<file path="src/rtl/button_event_arbiter_if.sv">
// Event port between the button arbiter and the downstream command FSM.
// Ports: evt_valid/evt_id come from the arbiter (master); evt_ready comes back from the consumer (slave).
// evt_id is a button index and must stay stable while evt_valid is high.
interface button_event_arbiter_if #(
  parameter int ID_W = 2
);
  logic            evt_valid;
  logic            evt_ready;
  logic [ID_W-1:0] evt_id;

  modport master (output evt_valid, output evt_id, input evt_ready);
  modport slave  (input evt_valid, input evt_id, output evt_ready);
endinterface

</file>
<file path="src/rtl/button_event_arbiter.sv">
// Push-button front end: 2-FF synchroniser, tick-based debounce, press queueing and round-robin event serialiser.
// Ports: clk, rst (async, active high), btn_in raw levels, ovf_clr, btn_level debounced levels, ovf sticky loss flag,
//        evt (master side of the event valid/ready port).
// Latency: press to evt_valid is one clk after pending sets. Backpressure: an offer holds until evt_ready.
module button_event_arbiter #(
  parameter int N_BTN      = 4,
  parameter int ID_W       = 2,
  parameter int TICK_DIV   = 50000,
  parameter int STABLE_CNT = 3
) (
  input  logic              clk,
  input  logic              rst,
  input  logic [N_BTN-1:0]  btn_in,
  input  logic              ovf_clr,
  output logic [N_BTN-1:0]  btn_level,
  output logic              ovf,
  button_event_arbiter_if.master evt
);

  localparam int TW = $clog2(TICK_DIV);

  typedef enum logic {IDLE, OFFER} state_t;

  logic [N_BTN-1:0] sync1, sync2;
  logic [TW-1:0]    tick_cnt;
  logic             tick;
  logic [3:0]       cnt [N_BTN];
  logic [N_BTN-1:0] press;
  logic [N_BTN-1:0] pending;
  logic [N_BTN-1:0] clr_vec;
  logic             accept;
  logic             found;
  logic [ID_W-1:0]  pick;
  state_t           state, state_nx;
  logic [ID_W-1:0]  id_q, id_nx;
  logic [ID_W-1:0]  ptr, ptr_nx;

  // Synchroniser and sample-tick divider.
  always_ff @(posedge clk or posedge rst) begin
    if (rst) begin
      sync1    <= '0;
      sync2    <= '0;
      tick_cnt <= '0;
    end else begin
      sync1    <= btn_in;
      sync2    <= sync1;
      tick_cnt <= tick ? '0 : tick_cnt + 1'b1;
    end
  end

  assign tick = (tick_cnt == TW'(TICK_DIV - 1));

  // A level flips only after STABLE_CNT consecutive disagreeing samples;
  // any agreeing sample restarts the count.
  always_ff @(posedge clk or posedge rst) begin
    if (rst) begin
      btn_level <= '0;
      for (int i = 0; i < N_BTN; i++) cnt[i] <= '0;
    end else if (tick) begin
      for (int i = 0; i < N_BTN; i++) begin
        if (sync2[i] == btn_level[i]) begin
          cnt[i] <= '0;
        end else if (cnt[i] == 4'(STABLE_CNT - 1)) begin
          btn_level[i] <= ~btn_level[i];
          cnt[i]       <= '0;
        end else begin
          cnt[i] <= cnt[i] + 4'd1;
        end
      end
    end
  end

  // A press is the 0->1 flip happening on this edge.
  always_comb begin
    press = '0;
    for (int i = 0; i < N_BTN; i++)
      press[i] = tick & sync2[i] & ~btn_level[i] & (cnt[i] == 4'(STABLE_CNT - 1));
  end

  assign accept = (state == OFFER) && evt.evt_ready;

  always_comb begin
    clr_vec = '0;
    if (accept) clr_vec[id_q] = 1'b1;
  end

  // A new press ORs in after the clear, so a press on the channel being
  // accepted re-arms it instead of being counted as lost.
  always_ff @(posedge clk or posedge rst) begin
    if (rst) begin
      pending <= '0;
      ovf     <= 1'b0;
    end else begin
      pending <= (pending & ~clr_vec) | press;
      if (|(press & pending & ~clr_vec)) ovf <= 1'b1;
      else if (ovf_clr)                  ovf <= 1'b0;
    end
  end

  // First pending channel at or above ptr, wrapping.
  always_comb begin
    found = 1'b0;
    pick  = '0;
    for (int k = 0; k < N_BTN; k++) begin
      if (!found && pending[(int'(ptr) + k) % N_BTN]) begin
        found = 1'b1;
        pick  = ID_W'((int'(ptr) + k) % N_BTN);
      end
    end
  end

  always_ff @(posedge clk or posedge rst) begin
    if (rst) begin
      state <= IDLE;
      id_q  <= '0;
      ptr   <= '0;
    end else begin
      state <= state_nx;
      id_q  <= id_nx;
      ptr   <= ptr_nx;
    end
  end

  always_comb begin
    state_nx = state;
    id_nx    = id_q;
    ptr_nx   = ptr;
    case (state)
      IDLE: begin
        if (found) begin
          id_nx    = pick;
          state_nx = OFFER;
        end
      end
      OFFER: begin
        if (evt.evt_ready) begin
          state_nx = IDLE;
          ptr_nx   = ID_W'((int'(id_q) + 1) % N_BTN);
        end
      end
      default: state_nx = IDLE;
    endcase
  end

  assign evt.evt_valid = (state == OFFER);
  assign evt.evt_id    = id_q;

endmodule

</file>
<file path="src/flat_wrapper.sv">
// flat-port wrapper written by rule: the top's interface ports become plain ports
module button_event_arbiter_flat 
#(
  parameter int N_BTN      = 4,
  parameter int ID_W       = 2,
  parameter int TICK_DIV   = 50000,
  parameter int STABLE_CNT = 3
)
  (clk, rst, btn_in, ovf_clr, btn_level, ovf, evt_evt_valid, evt_evt_id, evt_evt_ready);
  button_event_arbiter_if #(.ID_W(ID_W)) evt_i ();
  input  logic clk;
  input  logic rst;
  input  logic [N_BTN-1:0] btn_in;
  input  logic ovf_clr;
  output logic [N_BTN-1:0] btn_level;
  output logic ovf;
  output wire logic [$bits(evt_i.evt_valid)-1:0] evt_evt_valid;
  output wire logic [$bits(evt_i.evt_id)-1:0] evt_evt_id;
  input wire logic [$bits(evt_i.evt_ready)-1:0] evt_evt_ready;
  assign evt_evt_valid = evt_i.evt_valid;
  assign evt_evt_id = evt_i.evt_id;
  assign evt_i.evt_ready = evt_evt_ready;
  button_event_arbiter #(.N_BTN(N_BTN), .ID_W(ID_W), .TICK_DIV(TICK_DIV), .STABLE_CNT(STABLE_CNT)) u_core (.clk(clk), .rst(rst), .btn_in(btn_in), .ovf_clr(ovf_clr), .btn_level(btn_level), .ovf(ovf), .evt(evt_i));
endmodule
</file>
<file path="config.mk">
export PLATFORM = sky130hd
export DESIGN_NAME = button_event_arbiter_flat
export DESIGN_NICKNAME = d
export VERILOG_FILES = /design/src/rtl/button_event_arbiter_if.sv /design/src/rtl/button_event_arbiter.sv /design/src/flat_wrapper.sv
export SDC_FILE = /design/constraint.sdc
export NUM_CORES = 1
export LEC_CHECK = 0
export ABC_AREA = 1
export ABC_CLOCK_PERIOD_IN_PS = 1550
export BUFFER_PORTS_ARGS = -buffer_cell sky130_fd_sc_hd__clkbuf_2
export CAP_MARGIN = 5
export CORE_MARGIN = 5
export CORE_UTILIZATION = 45
export DETAILED_ROUTE_END_ITERATION = 10
export GPL_ROUTABILITY_DRIVEN = 0
export PLACE_DENSITY = 0.63
export SYNTH_ARGS = -nofsm -noshare
export SYNTH_HDL_FRONTEND = slang
export SYNTH_SLANG_ARGS = --single-unit
</file>
<file path="constraint.sdc">
create_clock -name clk -period 1.55 [get_ports clk]
set_input_delay 0.31 -clock clk [delete_from_list [all_inputs] [get_ports clk]]
set_output_delay 0.31 -clock clk [all_outputs]
set_load 0.02 [all_outputs]
</file>
==> results.md <==
* Post-synthesis sequential element count at 54
* Clock-pin slew on the worst setup and hold paths at 0.10 ns
* Slew @ Worst Pin at 0.4445 ns
* Worst slack at placement at 0.005470 ns
* Clk_skew at 0.01221 ns
* Number of clock sinks at 54
* Status: complete, no violations
* Most common cell after layout, fill and taps aside: nand2_1
* NumNets Final at 429
* Worst path bufs/invs at 2
* Inserted Clock Buffers at 5
* CTS tree: yes
* Dpl cell area at 3351 um^2
* Final hold vios at 0
* Tot GR Track Use at 14.90%
* Synth Cell Area at 3017 um^2
* Vias in the first global route at 2,406
* Routed wire length at 6194 um
* Reg2Reg Capture Point: u_core.cnt[12]
* Clk buf depth at 2
* Antenna Cells at 0
* Chip width at 91.88 um
* Clk Latency, worst-skew pair at 0.31 ns
* EDFF count, synth at 0
* Initial core utilization at 46.97%
* Worst path required time at 1.74 ns
* Seq/Total Area, Yosys at 44.79%
* Slew Limit Headroom at 70.27%
* Final WS setup at 0.02156 ns
* Antenna violations before repair at 0
* Fmax at 654.3 MHz
* R2R setup slack at 0.02 ns
* Net Count, Synth at 382
* First-pass DRT Iterations at 4
* Final setup viols at 0
* Hold Crit Start: btn_in[1]
* First-pass GRT wire length at 10,460 um
* Final Critical Period at 1.528 ns
* Tcrit/Tclk final at 98.61%
* WHS Endpoint: u_core.sync1[1]
* Max H-tree Level at 2
* Delay-heaviest family, CP: simple AND/OR/NAND/NOR gates
* Final std cells w/o fill at 486
* Crit-path cells: ha_2, nand2_2, nor2_4, inv_4, nor3_4, nand2_2, buf_6, a31oi_4, a21oi_2
* Leak at 1.856 nW
* Port Buffers at 15
* Register area at 1354 um^2
* DP HPWL at 4568 um
* Worst VDD drop at 0.4736 mV
* Setup crit start kind: flip-flop
* Via/cell ratio at 5.029
* Placed Cells at 473
* Antenna-violating nets left at 0
* Most frequent CP cell: nand2_2
* Pin count of the biggest net entering global routing at 42
* Total number of vias at 2,444
* # DRC at 0
* GRT overflow at 0
* Layout cells sized above 1 at 30.07%
* First DRT Iteration DRCs at 90
* Area of the multi-input gates at 1610 um^2
* Wire length per cell at 12.74 um
* Crit path DAT at 1.72 ns
* Post-route cell area at 3666 um^2
* Syn Inst Count at 361
* Syn Area/Cell at 8.356 um^2
* CP peak stage delay at 0.38 ns
* RSZ-0062 raised after global routing: true
* Commonest cells after routing, fill and taps aside: nand2_1 (81), dfrtp_1 (52), inv_1 (35)
* Crit end category: flip-flop
* Worst path depth at 9
* Worst hold-check path type: input port to flip-flop
* Root buf cell: clkbuf_8
* Area Growth Syn to Fin at 21.53%
* CP max stage cell: dfrtp_1
* Max-slew violation count at 0
* Crit Path Class: flip-flop to flip-flop
* Max-Cap Viols at 0
* Core footprint at 6422 um^2
* Worst Reg-to-Reg Cells at 9
* I/O pin cnt at 16
* Reg-to-reg startpoint: u_core.tick_cnt[1]
* Yosys warns at 0
* Async SR Flop Fraction at 100.0%
* Layout fillers at 590
* Crit-path max FO at 6
* Die area at 8441 um^2
* Num rows at 29
* Die Ht at 91.88 um
* Distinct cells, synth at 35
* Ys flop type: dfrtp_1
* Power per cell area at 1025 nW/um^2
* Cells on Worst Hold Path at 1
==> synth_stat cells (all sizes together) (3+ instances only) <==
cell | number | share of area [%]
nor4 | 4 | 1.0
nor2 | 35 | 5.0
o31ai | 7 | 2.4
nand4 | 4 | 0.83
a21oi | 11 | 2.4
a31oi | 3 | 0.62
o21ai | 19 | 3.4
buf | 3 | 0.87
ha | 13 | 5.4
nor3 | 10 | 2.5
nand3b | 4 | 1.0
nand3 | 24 | 4.3
dfrtp | 54 | 45
inv | 50 | 6.2
nand2 | 98 | 13
xor2 | 16 | 4.6
==> kinds of logic (layout without fill, tap and decap cells) <==
logic type | count (synthesis) | in the layout | share of synthesized area, %
XOR/XNOR | 17 | 17 | 4.936
AND/OR/NAND/NOR | 181 | 181 | 28.12
adder cells (fa/ha/maj) | 13 | 13 | 5.392
AO/OA/AOI/OAI | 43 | 43 | 9.664
flip-flops | 54 | 54 | 44.79
buffers and inverters | 53 | 101 | 7.092
==> layout make-up <==
class	count	area share (%)
Multi-Input combinational cell	254	43.92
Sequential cell	54	36.93
Timing Repair Buffer	43	8.805
Inverter	50	5.358
Tap cell	77	2.628
Clock buffer	6	1.980
Clock inverter	2	0.3754
==> through the flow <==
step / power (mW) / TNS, ns / hold WS, ns / util [%]
floorplan: 2.535 / 0 / 0.3312 / -
global placement: 2.793 / 0 / 0.2925 / 52.17
detailed placement: 2.826 / 0 / 0.2891 / 52.17
CTS: 3.609 / 0 / 0.09673 / 53.79
global route: 4.025 / -0.8067 / 0.09122 / 57.08
finish: 3.759 / 0 / 0.1025 / 57.08
==> worst register-to-register path, cell delays in order, from the launching register on <==
cell and delay, ns:
dfrtp_1 0.38, ha_2 0.20, nand2_2 0.06, nor2_4 0.14, inv_4 0.07, nor3_4 0.11, nand2_2 0.11, buf_6 0.16
a31oi_4 0.15, a21oi_2 0.04
==> where the power goes <==
group	internal [mW]	switching, mW	leakage (nW)
clock network	0.320	0.460	0.0452
logic	0.500	0.818	1.10
registers	1.53	0.135	0.708
==> metal layers <==
metal	GRT usage (%)	vias up	wire length, um
met5	0	-	0
li1	-	1250	-
met1	19.24	1150	2904
met2	25.12	34	3045
met4	4.703	0	90
met3	3.110	10	154
==> repair_timing <==
item	4_1_cts	5_1_grt
buffers inserted	0	4
endpoints found under the setup margin	2	26
endpoints found under the hold margin	13	0
resized for setup	2	49
hold buffers	1	0
pin swaps	0	11
==> sequential cells by signal, summed over array words and instances (netlist names), 2 cells and up <==
signal / flops
u_core.btn_level: 4
u_core.tick_cnt: 16
u_core.pending: 4
u_core.sync1: 4
u_core.cnt: 16
u_core.ptr: 2
u_core.evt.evt_id: 2
u_core.sync2: 4
==> how the worst max path moves through the flow <==
stage / startpoint / endpoint / slack [ns]
after CTS: u_core.tick_cnt[0] / u_core.cnt[1] / 0.008
after global routing: u_core.tick_cnt[0] / u_core.btn_level[3] / -0.08
final: u_core.tick_cnt[1] / u_core.cnt[12] / 0.02
after floorplan: u_core.tick_cnt[0] / u_core.btn_level[2] / 0.09
after global placement: u_core.ptr[0] / u_core.evt.evt_id[1] / 0.06
after detailed placement: u_core.tick_cnt[0] / u_core.cnt[12] / 0.005
No activity file was read; power rests on OpenSTA's default activity.
